### src/rtl/matriz_varredura.sv
// Column-scan driver for the 5x7 LED matrix of the elevator display.
// Double-buffered image swap at frame boundaries, anti-ghost blank cycle per column, optional blink.
module matriz_varredura #(
    parameter int DIV_COLUNA    = 50000,
    parameter int QUADROS_PISCA = 25
) (
    input  logic        clk,
    input  logic        reset,
    input  logic [34:0] imagem,
    input  logic        carregar,
    input  logic        piscar,
    output logic [4:0]  colunas,
    output logic [6:0]  linhas,
    output logic        quadro_fim
);

    localparam int PW = (DIV_COLUNA > 1) ? $clog2(DIV_COLUNA) : 1;
    localparam int FW = $clog2(QUADROS_PISCA + 1);

    localparam logic [PW-1:0] PRE_ULTIMO  = PW'(DIV_COLUNA - 1);
    localparam logic [FW-1:0] QUADRO_ULT  = FW'(QUADROS_PISCA - 1);
    localparam logic [2:0]    COL_ULTIMA  = 3'd4;

    logic [PW-1:0] pre, pre_n;
    logic [2:0]    col, col_n;
    logic [FW-1:0] cont, cont_n;
    logic [34:0]   ativa, ativa_n;
    logic [34:0]   sombra, sombra_n;
    logic          pendente, pendente_n;
    logic          visivel, visivel_n;
    logic          fronteira;
    logic [4:0]    colunas_n;
    logic [6:0]    linhas_n;
    logic [6:0]    fatia;

    // Outputs are registered from next-state values so each output cycle
    // reflects the prescaler/column position of that same cycle.
    always_comb begin
        // NOTE: every combinational output gets a default first so no latch is inferred.
        pre_n      = pre;
        col_n      = col;
        cont_n     = cont;
        ativa_n    = ativa;
        sombra_n   = sombra;
        pendente_n = pendente;
        visivel_n  = visivel;
        colunas_n  = '0;
        linhas_n   = 7'h7F;
        fatia      = '0;

        fronteira = (pre == PRE_ULTIMO) && (col == COL_ULTIMA);

        if (pre == PRE_ULTIMO) begin
            pre_n = '0;
            col_n = (col == COL_ULTIMA) ? 3'd0 : col + 3'd1;
        end else begin
            pre_n = pre + PW'(1);
        end

        // A strobe on the boundary itself bypasses the shadow so it lands without a frame of delay.
        if (fronteira && carregar) begin
            ativa_n    = imagem;
            sombra_n   = imagem;
            pendente_n = 1'b0;
        end else if (carregar) begin
            sombra_n   = imagem;
            pendente_n = 1'b1;
        end else if (fronteira && pendente) begin
            ativa_n    = sombra;
            pendente_n = 1'b0;
        end

        if (!piscar) begin
            cont_n    = '0;
            visivel_n = 1'b1;
        end else if (fronteira) begin
            if (cont == QUADRO_ULT) begin
                cont_n    = '0;
                visivel_n = ~visivel;
            end else begin
                cont_n = cont + FW'(1);
            end
        end

        if (pre_n != '0) begin
            case (col_n)
                3'd0: begin colunas_n = 5'b00001; fatia = ativa_n[6:0];   end
                3'd1: begin colunas_n = 5'b00010; fatia = ativa_n[13:7];  end
                3'd2: begin colunas_n = 5'b00100; fatia = ativa_n[20:14]; end
                3'd3: begin colunas_n = 5'b01000; fatia = ativa_n[27:21]; end
                3'd4: begin colunas_n = 5'b10000; fatia = ativa_n[34:28]; end
                default: begin colunas_n = 5'b00000; fatia = 7'h00; end
            endcase
            linhas_n = ~(fatia & {7{visivel_n}});
        end
    end

    always_ff @(posedge clk) begin
        // NOTE: sequential state uses non-blocking assignments only.
        if (reset) begin
            pre        <= '0;
            col        <= '0;
            cont       <= '0;
            ativa      <= '0;
            sombra     <= '0;
            pendente   <= 1'b0;
            visivel    <= 1'b1;
            colunas    <= 5'b00000;
            linhas     <= 7'h7F;
            quadro_fim <= 1'b0;
        end else begin
            pre        <= pre_n;
            col        <= col_n;
            cont       <= cont_n;
            ativa      <= ativa_n;
            sombra     <= sombra_n;
            pendente   <= pendente_n;
            visivel    <= visivel_n;
            colunas    <= colunas_n;
            linhas     <= linhas_n;
            quadro_fim <= fronteira;
        end
    end

endmodule

### config.mk
export PLATFORM = sky130hd
export DESIGN_NAME = matriz_varredura
export DESIGN_NICKNAME = d
export VERILOG_FILES = /design/src/rtl/matriz_varredura.sv
export SDC_FILE = /design/constraint.sdc
export NUM_CORES = 1
export LEC_CHECK = 0
export ABC_AREA = 1
export BUFFER_PORTS_ARGS = -buffer_cell sky130_fd_sc_hd__buf_2
export CAP_MARGIN = 30
export CELL_PAD_IN_SITES_DETAIL_PLACEMENT = 0
export CELL_PAD_IN_SITES_GLOBAL_PLACEMENT = 1
export CORE_AREA = 2 2 118 120
export CTS_CLUSTER_DIAMETER = 50
export CTS_CLUSTER_SIZE = 25
export DETAILED_ROUTE_END_ITERATION = 8
export DIE_AREA = 0 0 120 122
export PLACE_DENSITY = 0.82
export SKIP_LAST_GASP = 1
export SLEW_MARGIN = 20
export SYNTH_ARGS = -nofsm -noshare
export SYNTH_HDL_FRONTEND = slang
export SYNTH_SLANG_ARGS = --single-unit
### constraint.sdc
create_clock -name clk -period 2.11 [get_ports clk]
set_input_delay 0.1055 -clock clk [delete_from_list [all_inputs] [get_ports clk]]
set_output_delay 0.1055 -clock clk [all_outputs]
set_load 0.005 [all_outputs]
==> impl_metrics.env, run 1 <==
export IMPL_status="finished clean"
export IMPL_die_x_um=120
export IMPL_layout_setup_ws_ns=0.03434
export IMPL_cp_depth=14
export IMPL_grt_start_max_net_pins=57
export IMPL_ant_nets=0
export IMPL_ys_seq_area_share_pct=38.44
export IMPL_final_common_cell="nand2_1"
export IMPL_final_seq_area_um2=2190
export IMPL_worst_pin_slew_ns=0.5596
export IMPL_globalRoute_totalOverflow=0
export IMPL_async_flop_share_pct=0
export IMPL_grt_util_all_layers_pct=20.78
export IMPL_cts_htree_levels=3
export IMPL_timing_reg2reg_setup_slack_ns=0.03
export IMPL_nNetsFinal=942
export IMPL_pre_cts_ws_ns=-0.01015
export IMPL_crit_required_ns=2.37
export IMPL_critPathBufInv=2
export IMPL_synth_edf_count=0
export IMPL_path_common_cell="nand2_1"
export IMPL_clkTransAtPathRegs_ns=0.09
export IMPL_yosys_warnings=0
export IMPL_portBuffers=51
export IMPL_dp_hpwl_um=10120
export IMPL_via_count=5229
export IMPL_cp_slowest_cell="dfxtp_2"
export IMPL_path_cells="ha_4, nand3_4, buf_12, nor2_4, nand2_4, nor2_8, nand2_4, clkbuf_16, nand3b_1, nand3_1, nand2_1, nor2_2, nand2_1, nand2_1"
export IMPL_cts_made_buffers=9
export IMPL_r2r_start="pre[1]"
export IMPL_slew_headroom_pct=62.69
export IMPL_worstReg2RegEnd="linhas[0]"
export IMPL_routed_wl_um=15120
export IMPL_period_needed_ns=2.076
export IMPL_hold_viol_final=0
export IMPL_fin_skew_ns=0.01232
export IMPL_syn_num_nets=878
export IMPL_cp_max_fo=17
export IMPL_area_delta_synth_final_pct=19.70
export IMPL_fmax_mhz=481.8
export IMPL_num_io_pins=52
export IMPL_final_setup_viol_count=0
export IMPL_slowest_delay_ns=0.35
export IMPL_antenna_cells=0
export IMPL_start_util_pct=42.04
export IMPL_grt_pass1_vias=4808
export IMPL_synth_cell_area_um2=5677
export IMPL_grt_pass1_wl_um=23870
export IMPL_drtPass1Iterations=5
export IMPL_syn_avg_cell_area_um2=6.807
export IMPL_final_cell_mix="nand2_1 (164), inv_1 (128), nor2_1 (107)"
export IMPL_gp_congestion=0.8639
export IMPL_clk_path_buf_depth=2
export IMPL_p_per_area_nw_per_um2=599.6
export IMPL_total_leakage_power_uw=0.003186
export IMPL_synth_distinct_cells=36
export IMPL_cts_tree="built"
export IMPL_synth_seq_cells=109
export IMPL_synthFlopType="dfxtp_1"
export IMPL_peakVddDrop_v=0.0004672
export IMPL_wl_per_cell_um=13.96
export IMPL_crit_type="reg -> reg"
export IMPL_via_per_inst=4.828
export IMPL_root_buffer="clkbuf_16"
export IMPL_worstSetupStartpoint="pre[1]"
export IMPL_first_iter_violations=326
export IMPL_syn_inst=834
export IMPL_clk_latency_ns=0.36
export IMPL_hold_path_class="in -> reg"
export IMPL_cts_sinks=109
export IMPL_dieArea_um2=14640
export IMPL_critPathLaunchType="flip-flop"
export IMPL_end_kind="flip-flop"
export IMPL_multi_input_area_um2=2889
export IMPL_cap_violations=0
export IMPL_route_detailed_drc=0
export IMPL_chipHeight_um=122
export IMPL_post_route_period_util_pct=98.37
export IMPL_cp_top_family="simple AND/OR/NAND/NOR gates"
export IMPL_reg2reg_depth=14
export IMPL_rows=43
export IMPL_antenna_found_initial=0
export IMPL_finalPower_uw=4075
export IMPL_drive_above_1_share_pct=18.72
export IMPL_crit_path_end="linhas[0]"
export IMPL_core_area_um2=13500
export IMPL_rsz0062_at_grt="yes"
export IMPL_worstPathArrival_ns=2.33
export IMPL_fill_cells=1382
export IMPL_postCtsHoldBufs=0
export IMPL_slew_violations=0
## where the power goes
group	internal, µW	leakage [µW]	switching, µW
combinational	87.8	0.00216	166
clock	832	0.000138	861
sequential	2110	0.000891	17.3
## tightest hold or removal path: stages
cell and delay, ns:
buf_2 0.09, o21ai_0 0.08, nor2_1 0.08
## timing repair
item                                   CTS  global route
gates cloned                             1             6
gates resized for setup                  2            28
setup endpoints to repair                6            19
endpoints found under the hold margin    0             0
buffers inserted                         0             4
pin swaps                                0             8
## synthesized netlist by cell type (all sizes together) (3+ instances only)
cell type / instances / area, µm²
xor2: 6 / 52.55
nor3: 6 / 30.03
o21ai: 40 / 200.2
ha: 5 / 62.56
clkbuf: 19 / 71.32
a21oi: 36 / 180.2
nand3: 93 / 530.5
dfxtp: 109 / 2182
nand4: 11 / 68.82
nand3b: 42 / 319.1
inv: 135 / 506.7
buf: 15 / 116.4
or2: 3 / 18.77
nor2: 127 / 563.0
nand2: 179 / 718.2
## logic make-up (layout without fill, tap and decap cells)
logic type	after synthesis	count (layout)	share of synthesized area (%)
AOI/OAI and AO/OA	80	80	7.229
xor gates and xnor gates	7	7	1.080
adders and majority gates	5	5	1.102
buffers and inverters	170	238	12.32
DFF	109	109	38.44
and+or+nand+nor	463	464	39.83
## sequential cells by signal (all words and copies together) (netlist names)
name        flops
col             3
cont            5
colunas         5
sombra         35
visivel         1
linhas          7
pendente        1
ativa          35
quadro_fim      1
pre            16
## area by class of cell
type                       instances  area share [%]
multi-input combinational        556           42.52
sequential                       109           32.22
inverter                         136           7.531
clock inverter                     7          0.9759
timing repair buffer              86           10.13
clock buffer                       9           3.314
tap                              180           3.314
## layer usage
layer	track usage, %	wire length, µm	vias up
li1	-	-	2748
met1	25.78	6843	2384
met2	37.18	7617	86
met3	4.120	522	11
met4	4.632	138	0
met5	0	0	-
## worst min-delay path by stage
stage | slack (ns) | depth (start not counted) | end | start
2_1_floorplan | 0.26 | 2 | sombra[4] | imagem[4]
3_3_place_gp | 0.38 | 3 | sombra[9] | imagem[9]
3_5_place_dp | 0.41 | 3 | sombra[11] | imagem[11]
4_1_cts | 0.02 | 3 | sombra[9] | imagem[9]
5_1_grt | 0.01 | 3 | sombra[9] | imagem[9]
6_report | 0.03 | 3 | sombra[9] | imagem[9]
## through the flow
step                cell area [µm²]   TNS, ns  hold slack [ns]  utilization [%]  std cells
floorplan                      5677         0           0.2622                -        834
CTS                            6536         0          0.01778            48.40       1073
detailed placement             6207  -0.01201           0.4066            45.97       1056
global route                   6795   -0.3561          0.01383            50.32       1083
finish                         6795         0          0.02713            50.32       1083
global placement               6207         0           0.3830            45.97       1056
(Power assumes the default switching activity.)
==> run 2, diff against run 1 <==
--- a/config.mk
+++ b/config.mk
@@ -10,12 +10,12 @@
 export CAP_MARGIN = 30
 export CELL_PAD_IN_SITES_DETAIL_PLACEMENT = 0
 export CELL_PAD_IN_SITES_GLOBAL_PLACEMENT = 1
-export CORE_AREA = 2 2 118 120
+export CORE_AREA = 2 2 124 126
 export CTS_CLUSTER_DIAMETER = 50
 export CTS_CLUSTER_SIZE = 25
 export DETAILED_ROUTE_END_ITERATION = 8
-export DIE_AREA = 0 0 120 122
-export PLACE_DENSITY = 0.82
+export DIE_AREA = 0 0 126 128
+export PLACE_DENSITY = 0.79
 export SKIP_LAST_GASP = 1
 export SLEW_MARGIN = 20
 export SYNTH_ARGS = -nofsm -noshare
==> constraint.sdc (replaced) <==
create_clock -name clk -period 1.9 [get_ports clk]
set_input_delay 0.095 -clock clk [delete_from_list [all_inputs] [get_ports clk]]
set_output_delay 0.095 -clock clk [all_outputs]
set_load 0.005 [all_outputs]
==> run 2 against run 1 <==
Against the previous run:
- the run now ends with setup timing left
- clock power increased by 20%
- maximum frequency increased by 1.0%
- critical path type unchanged
- register-to-register slack got worse by 0.19 ns
- largest power group unchanged
- hold slack got worse by 0.015 ns
- global-route usage increased by 0.41 points
==> impl_metrics.env, run 2 (synthesis results as in run 1) <==
export IMPL_dieArea_um2=16130
export IMPL_globalRoute_totalOverflow=0
export IMPL_path_cells="ha_4, nand3_4, buf_4, nor2_4, nand2_4, buf_4, nand2_1, nand4_1, nor2_2, nand3_1, nand2_2, buf_6, nor2_2"
export IMPL_reg_top3="ativa (35), sombra (35), pre (16)"
export IMPL_layout_setup_ws_ns=-0.1542
export IMPL_gp_congestion=0.8687
export IMPL_peakVddDrop_v=0.0004604
export IMPL_cts_htree_levels=3
export IMPL_via_count=5532
export IMPL_end_kind="flip-flop"
export IMPL_root_buffer="clkbuf_16"
export IMPL_fin_skew_ns=0.01658
export IMPL_fmax_mhz=486.8
export IMPL_first_iter_violations=337
export IMPL_postCtsHoldBufs=0
export IMPL_worstPathArrival_ns=2.31
export IMPL_start_util_pct=38.19
export IMPL_cap_violations=0
export IMPL_final_setup_viol_count=12
export IMPL_ant_nets=0
export IMPL_final_common_cell="nand2_1"
export IMPL_p_per_area_nw_per_um2=624.9
export IMPL_cp_max_fo=6
export IMPL_hold_path_class="in -> reg"
export IMPL_pwr_share_seq_pct=50.0
export IMPL_clk_latency_ns=0.37
export IMPL_num_io_pins=52
export IMPL_antenna_cells=0
export IMPL_critPathLaunchType="flip-flop"
export IMPL_fill_cells=1519
export IMPL_finalPower_uw=4726
export IMPL_dp_hpwl_um=11330
export IMPL_pwr_share_clk_pct=43.0
export IMPL_tns_ns=-1.334
export IMPL_post_route_period_util_pct=108.1
export IMPL_drtPass1Iterations=5
export IMPL_nNetsFinal=1005
export IMPL_switching_power_uw=1208
export IMPL_cp_top_family="simple AND/OR/NAND/NOR gates"
export IMPL_final_cell_mix="nand2_1 (148), inv_1 (109), nor2_1 (103), dfxtp_1 (103), buf_4 (77)"
export IMPL_routed_wl_um=16680
export IMPL_crit_required_ns=2.16
export IMPL_wl_per_cell_um=14.45
export IMPL_grt_start_max_net_pins=53
export IMPL_switching_share_pct=25.57
export IMPL_period_needed_ns=2.054
export IMPL_crit_type="reg -> reg"
export IMPL_total_leakage_power_uw=0.003524
export IMPL_cts_made_buffers=9
export IMPL_route_detailed_drc=0
export IMPL_die_x_um=126
export IMPL_final_seq_area_um2=2190
export IMPL_slew_violations=0
export IMPL_portBuffers=51
export IMPL_slowest_delay_ns=0.36
export IMPL_drive_above_1_share_pct=29.81
export IMPL_antenna_found_initial=0
export IMPL_multi_input_area_um2=3080
export IMPL_grt_util_all_layers_pct=21.19
export IMPL_cts_sinks=109
export IMPL_critPathBufInv=3
export IMPL_worst_pin_slew_ns=0.4601
export IMPL_grt_pass1_vias=5338
export IMPL_cts_tree="built"
export IMPL_status="finished with violations"
export IMPL_via_per_inst=4.794
export IMPL_rows=45
export IMPL_cp_slowest_cell="dfxtp_2"
export IMPL_hold_viol_final=0
export IMPL_rsz0062_at_grt="yes"
export IMPL_clkTransAtPathRegs_ns=0.08
export IMPL_slew_headroom_pct=69.33
export IMPL_area_delta_synth_final_pct=33.22
export IMPL_grt_pass1_wl_um=26920
export IMPL_core_area_um2=14860
export IMPL_p_int_uw=3517
export IMPL_comb_power_share_pct=7.0
export IMPL_clk_path_buf_depth=2
export IMPL_pre_cts_ws_ns=-0.2648
export IMPL_failed_checks="setup timing"
export IMPL_chipHeight_um=128
==> run 2: repair_timing <==
| action | CTS | global route |
|---|---|---|
| pin swaps | 11 | 19 |
| setup buffers | 8 | 4 |
| endpoints found under the setup margin | 30 | 47 |
| resized for setup | 37 | 70 |
| gates cloned | 4 | 4 |
==> run 2: area by class of cell <==
class                   instances  share of cell area, %
clock inverters                 7                  1.208
flip-flops and latches        109                  28.95
inverters                     136                  6.767
clock buffers                   9                  2.978
repair buffers                149                  16.25
well taps                     188                  3.111
multi-input cells             556                  40.73
==> run 2: final timing paths <==
| kind | start | to | slack [ns] | cells past startpoint |
|---|---|---|---|---|
| min | imagem[10] | sombra[10] | 0.01 | 3 |
| max reg2reg | pre[0] | colunas[3] | -0.15 | 13 |
| max | pre[0] | colunas[3] | -0.15 | 13 |
| min reg2reg | sombra[13] | sombra[13] | 0.46 | 2 |
==> run 2: through the flow <==
| stage | util (%) | instance area (µm²) | hold WS, ns | instances |
|---|---|---|---|---|
| final | 50.88 | 7562 | 0.01220 | 1154 |
| after global routing | 50.88 | 7562 | 0.01874 | 1154 |
| after CTS | 48.58 | 7221 | 0.008369 | 1146 |
| after detailed placement | 44.64 | 6635 | 0.3933 | 1118 |
| after global placement | 44.64 | 6635 | 0.3910 | 1118 |
| after floorplan | - | 5677 | 0.2517 | 834 |
==> run 2: power by group through the flow <==
stage                     Sequential (µW)  Clock (µW)  Combinational (µW)
after floorplan                      2410           0                 168
after global placement               2410           0                 296
after detailed placement             2410           0                 298
after CTS                            2360        2070                 315
final                                2360        2030                 329
after global routing                 2370        2160                 375
==> run 2: tightest hold or removal path, cell delays in order <==
cell and delay (ns):
buf_2 0.08, o21ai_0 0.07, a21oi_1 0.10
==> run 2: metal layers <==
layer | GRT usage [%] | share of wire, % | vias up
met5 | 0 | 0 | -
met1 | 26.25 | 45 | 2557
li1 | - | - | 2858
met2 | 37.13 | 50 | 95
met4 | 5.947 | 2.1 | 0
met3 | 4.674 | 3.3 | 22
==> run 3, diff against run 2 <==
--- a/config.mk
+++ b/config.mk
@@ -16,8 +16,10 @@
 export DETAILED_ROUTE_END_ITERATION = 8
 export DIE_AREA = 0 0 126 128
 export PLACE_DENSITY = 0.79
+export RECOVER_POWER = 25
 export SKIP_LAST_GASP = 1
 export SLEW_MARGIN = 20
 export SYNTH_ARGS = -nofsm -noshare
 export SYNTH_HDL_FRONTEND = slang
 export SYNTH_SLANG_ARGS = --single-unit
+export TNS_END_PERCENT = 20
==> run 3 against run 2 <==
Against the previous run:
- the run still ends with setup timing left
- cell count decreased by 0.43%
- clock-buffer cell count stayed put
- design area decreased by 3.3%
- wire length fell by 2.1%
- register-to-register slack is essentially flat
- largest cell class unchanged
- utilization decreased by 1.7 points
- sequential share of layout area is 1.0 points higher
- total power shrank 0.44%
- maximum frequency up 0.43%
- sequential cell count is the same
==> impl_metrics.env, run 3 (synthesis results as in run 1) <==
export IMPL_cts_tree="built"
export IMPL_via_per_inst=4.803
export IMPL_final_common_cell="nand2_1"
export IMPL_status="finished with violations"
export IMPL_antenna_found_initial=0
export IMPL_final_seq_area_um2=2191
export IMPL_holdWs_ns=0.01447
export IMPL_hold_path_depth=3
export IMPL_grt_pass1_vias=5289
export IMPL_fmax_mhz=488.9
export IMPL_fin_skew_ns=0.01213
export IMPL_r2r_start="pre[1]"
export IMPL_clk_path_buf_depth=2
export IMPL_post_route_period_util_pct=107.6
export IMPL_cap_violations=0
export IMPL_portBuffers=51
export IMPL_core_area_um2=14860
export IMPL_routed_wl_um=16320
export IMPL_area_delta_synth_final_pct=28.81
export IMPL_min_delay_start="imagem[10]"
export IMPL_chipHeight_um=128
export IMPL_cts_htree_levels=3
export IMPL_hold_path_class="in -> reg"
export IMPL_reg2reg_depth=16
export IMPL_clkTransAtPathRegs_ns=0.08
export IMPL_final_setup_viol_count=13
export IMPL_crit_type="reg -> reg"
export IMPL_worst_pin_slew_ns=0.7332
export IMPL_globalRoute_totalOverflow=0
export IMPL_final_cell_mix="nand2_1 (161), inv_1 (126), dfxtp_1 (102)"
export IMPL_peakVddDrop_v=0.0004541
export IMPL_rsz0062_at_grt="yes"
export IMPL_layout_setup_ws_ns=-0.1453
export IMPL_antenna_cells=0
export IMPL_timing_reg2reg_setup_slack_ns=-0.15
export IMPL_drive_above_1_share_pct=24.56
export IMPL_wl_per_cell_um=14.20
export IMPL_tns_ns=-1.228
export IMPL_num_io_pins=52
export IMPL_first_iter_violations=386
export IMPL_pre_cts_ws_ns=-0.2648
export IMPL_dp_hpwl_um=11330
export IMPL_slew_headroom_pct=51.12
export IMPL_start_util_pct=38.19
export IMPL_hold_viol_final=0
export IMPL_multi_input_area_um2=2949
export IMPL_grt_util_all_layers_pct=20.87
export IMPL_clk_latency_ns=0.37
export IMPL_cts_made_buffers=9
export IMPL_drtPass1Iterations=5
export IMPL_die_x_um=126
export IMPL_cts_sinks=109
export IMPL_reg_top3="ativa (35), sombra (35), pre (16)"
export IMPL_period_needed_ns=2.045
export IMPL_failed_checks="setup timing"
export IMPL_nNetsFinal=1000
export IMPL_crit_required_ns=2.16
export IMPL_via_count=5519
export IMPL_postLayoutCoreUtil_pct=49.19
export IMPL_rows=45
export IMPL_grt_start_max_net_pins=53
export IMPL_total_leakage_power_uw=0.003460
export IMPL_worstPathArrival_ns=2.30
export IMPL_dieArea_um2=16130
export IMPL_slew_violations=0
export IMPL_worstReg2RegEnd="colunas[3]"
export IMPL_ant_nets=0
export IMPL_end_kind="flip-flop"
export IMPL_postCtsHoldBufs=0
export IMPL_critPathLaunchType="flip-flop"
export IMPL_p_per_area_nw_per_um2=643.4
export IMPL_route_detailed_drc=0
export IMPL_min_to="sombra[10]"
export IMPL_cp_max_fo=4
export IMPL_fill_cells=1556
export IMPL_grt_pass1_wl_um=26600
export IMPL_gp_congestion=0.8687
export IMPL_root_buffer="clkbuf_16"
run 3: cell type report:
cell class,count,share of cell area [%]
clock inverter,7,1.249
timing repair buffer,144,15.16
tap,188,3.217
multi-input combinational,556,40.33
clock buffer,9,3.080
inverter,136,6.999
sequential,109,29.96
run 3: worst max path at each step:
stage,from,to,slack (ns),depth (start not counted)
6_report,pre[1],colunas[3],-0.15,16
5_1_grt,pre[1],colunas[1],-0.27,16
4_1_cts,pre[1],linhas[4],-0.07,15
3_5_place_dp,pre[0],colunas[3],-0.26,12
3_3_place_gp,pre[0],colunas[1],-0.26,12
2_1_floorplan,col[0],linhas[2],0.04,14
run 3: stage by stage:
stage	cell area (µm²)	std cells	total power (µW)
CTS	7159	1142	4748
floorplan	5677	834	2579
global route	7312	1149	4888
detailed placement	6635	1118	2712
global placement	6635	1118	2708
finish	7312	1149	4705
run 3: power by group:
group / total (µW) / internal [µW] / switching (µW)
clock network: 2030 / 1050 / 973
logic: 315 / 117 / 198
registers: 2360 / 2340 / 19.4
run 3: critical path: stages (launching register included):
cell	delay, ns
dfxtp_2	0.36
ha_4	0.15
nand3_4	0.11
buf_6	0.14
nor2_4	0.11
nand2_4	0.09
buf_4	0.14
buf_6	0.11
nand2_4	0.05
nand2_1	0.04
inv_1	0.05
nand2_1	0.05
nor2_2	0.13
nand3_2	0.13
nand2_4	0.12
buf_6	0.11
nor2_2	0.04
run 3: what timing repair did:
action / 4_1_cts / 5_1_grt
pin swaps: 9 / 10
cloned: 2 / 3
setup buffers: 6 / 5
endpoints found under the setup margin: 30 / 47
hold endpoints to repair: 0 / 0
resized for setup: 33 / 26
run 3: metal layers:
| layer | wire length [µm] | global-route usage [%] | vias to the layer above |
|---|---|---|---|
| met5 | 0 | 0 | - |
| li1 | - | - | 2855 |
| met4 | 346 | 6.012 | 0 |
| met1 | 7445 | 25.99 | 2533 |
| met2 | 7968 | 36.24 | 107 |
| met3 | 560 | 4.716 | 24 |
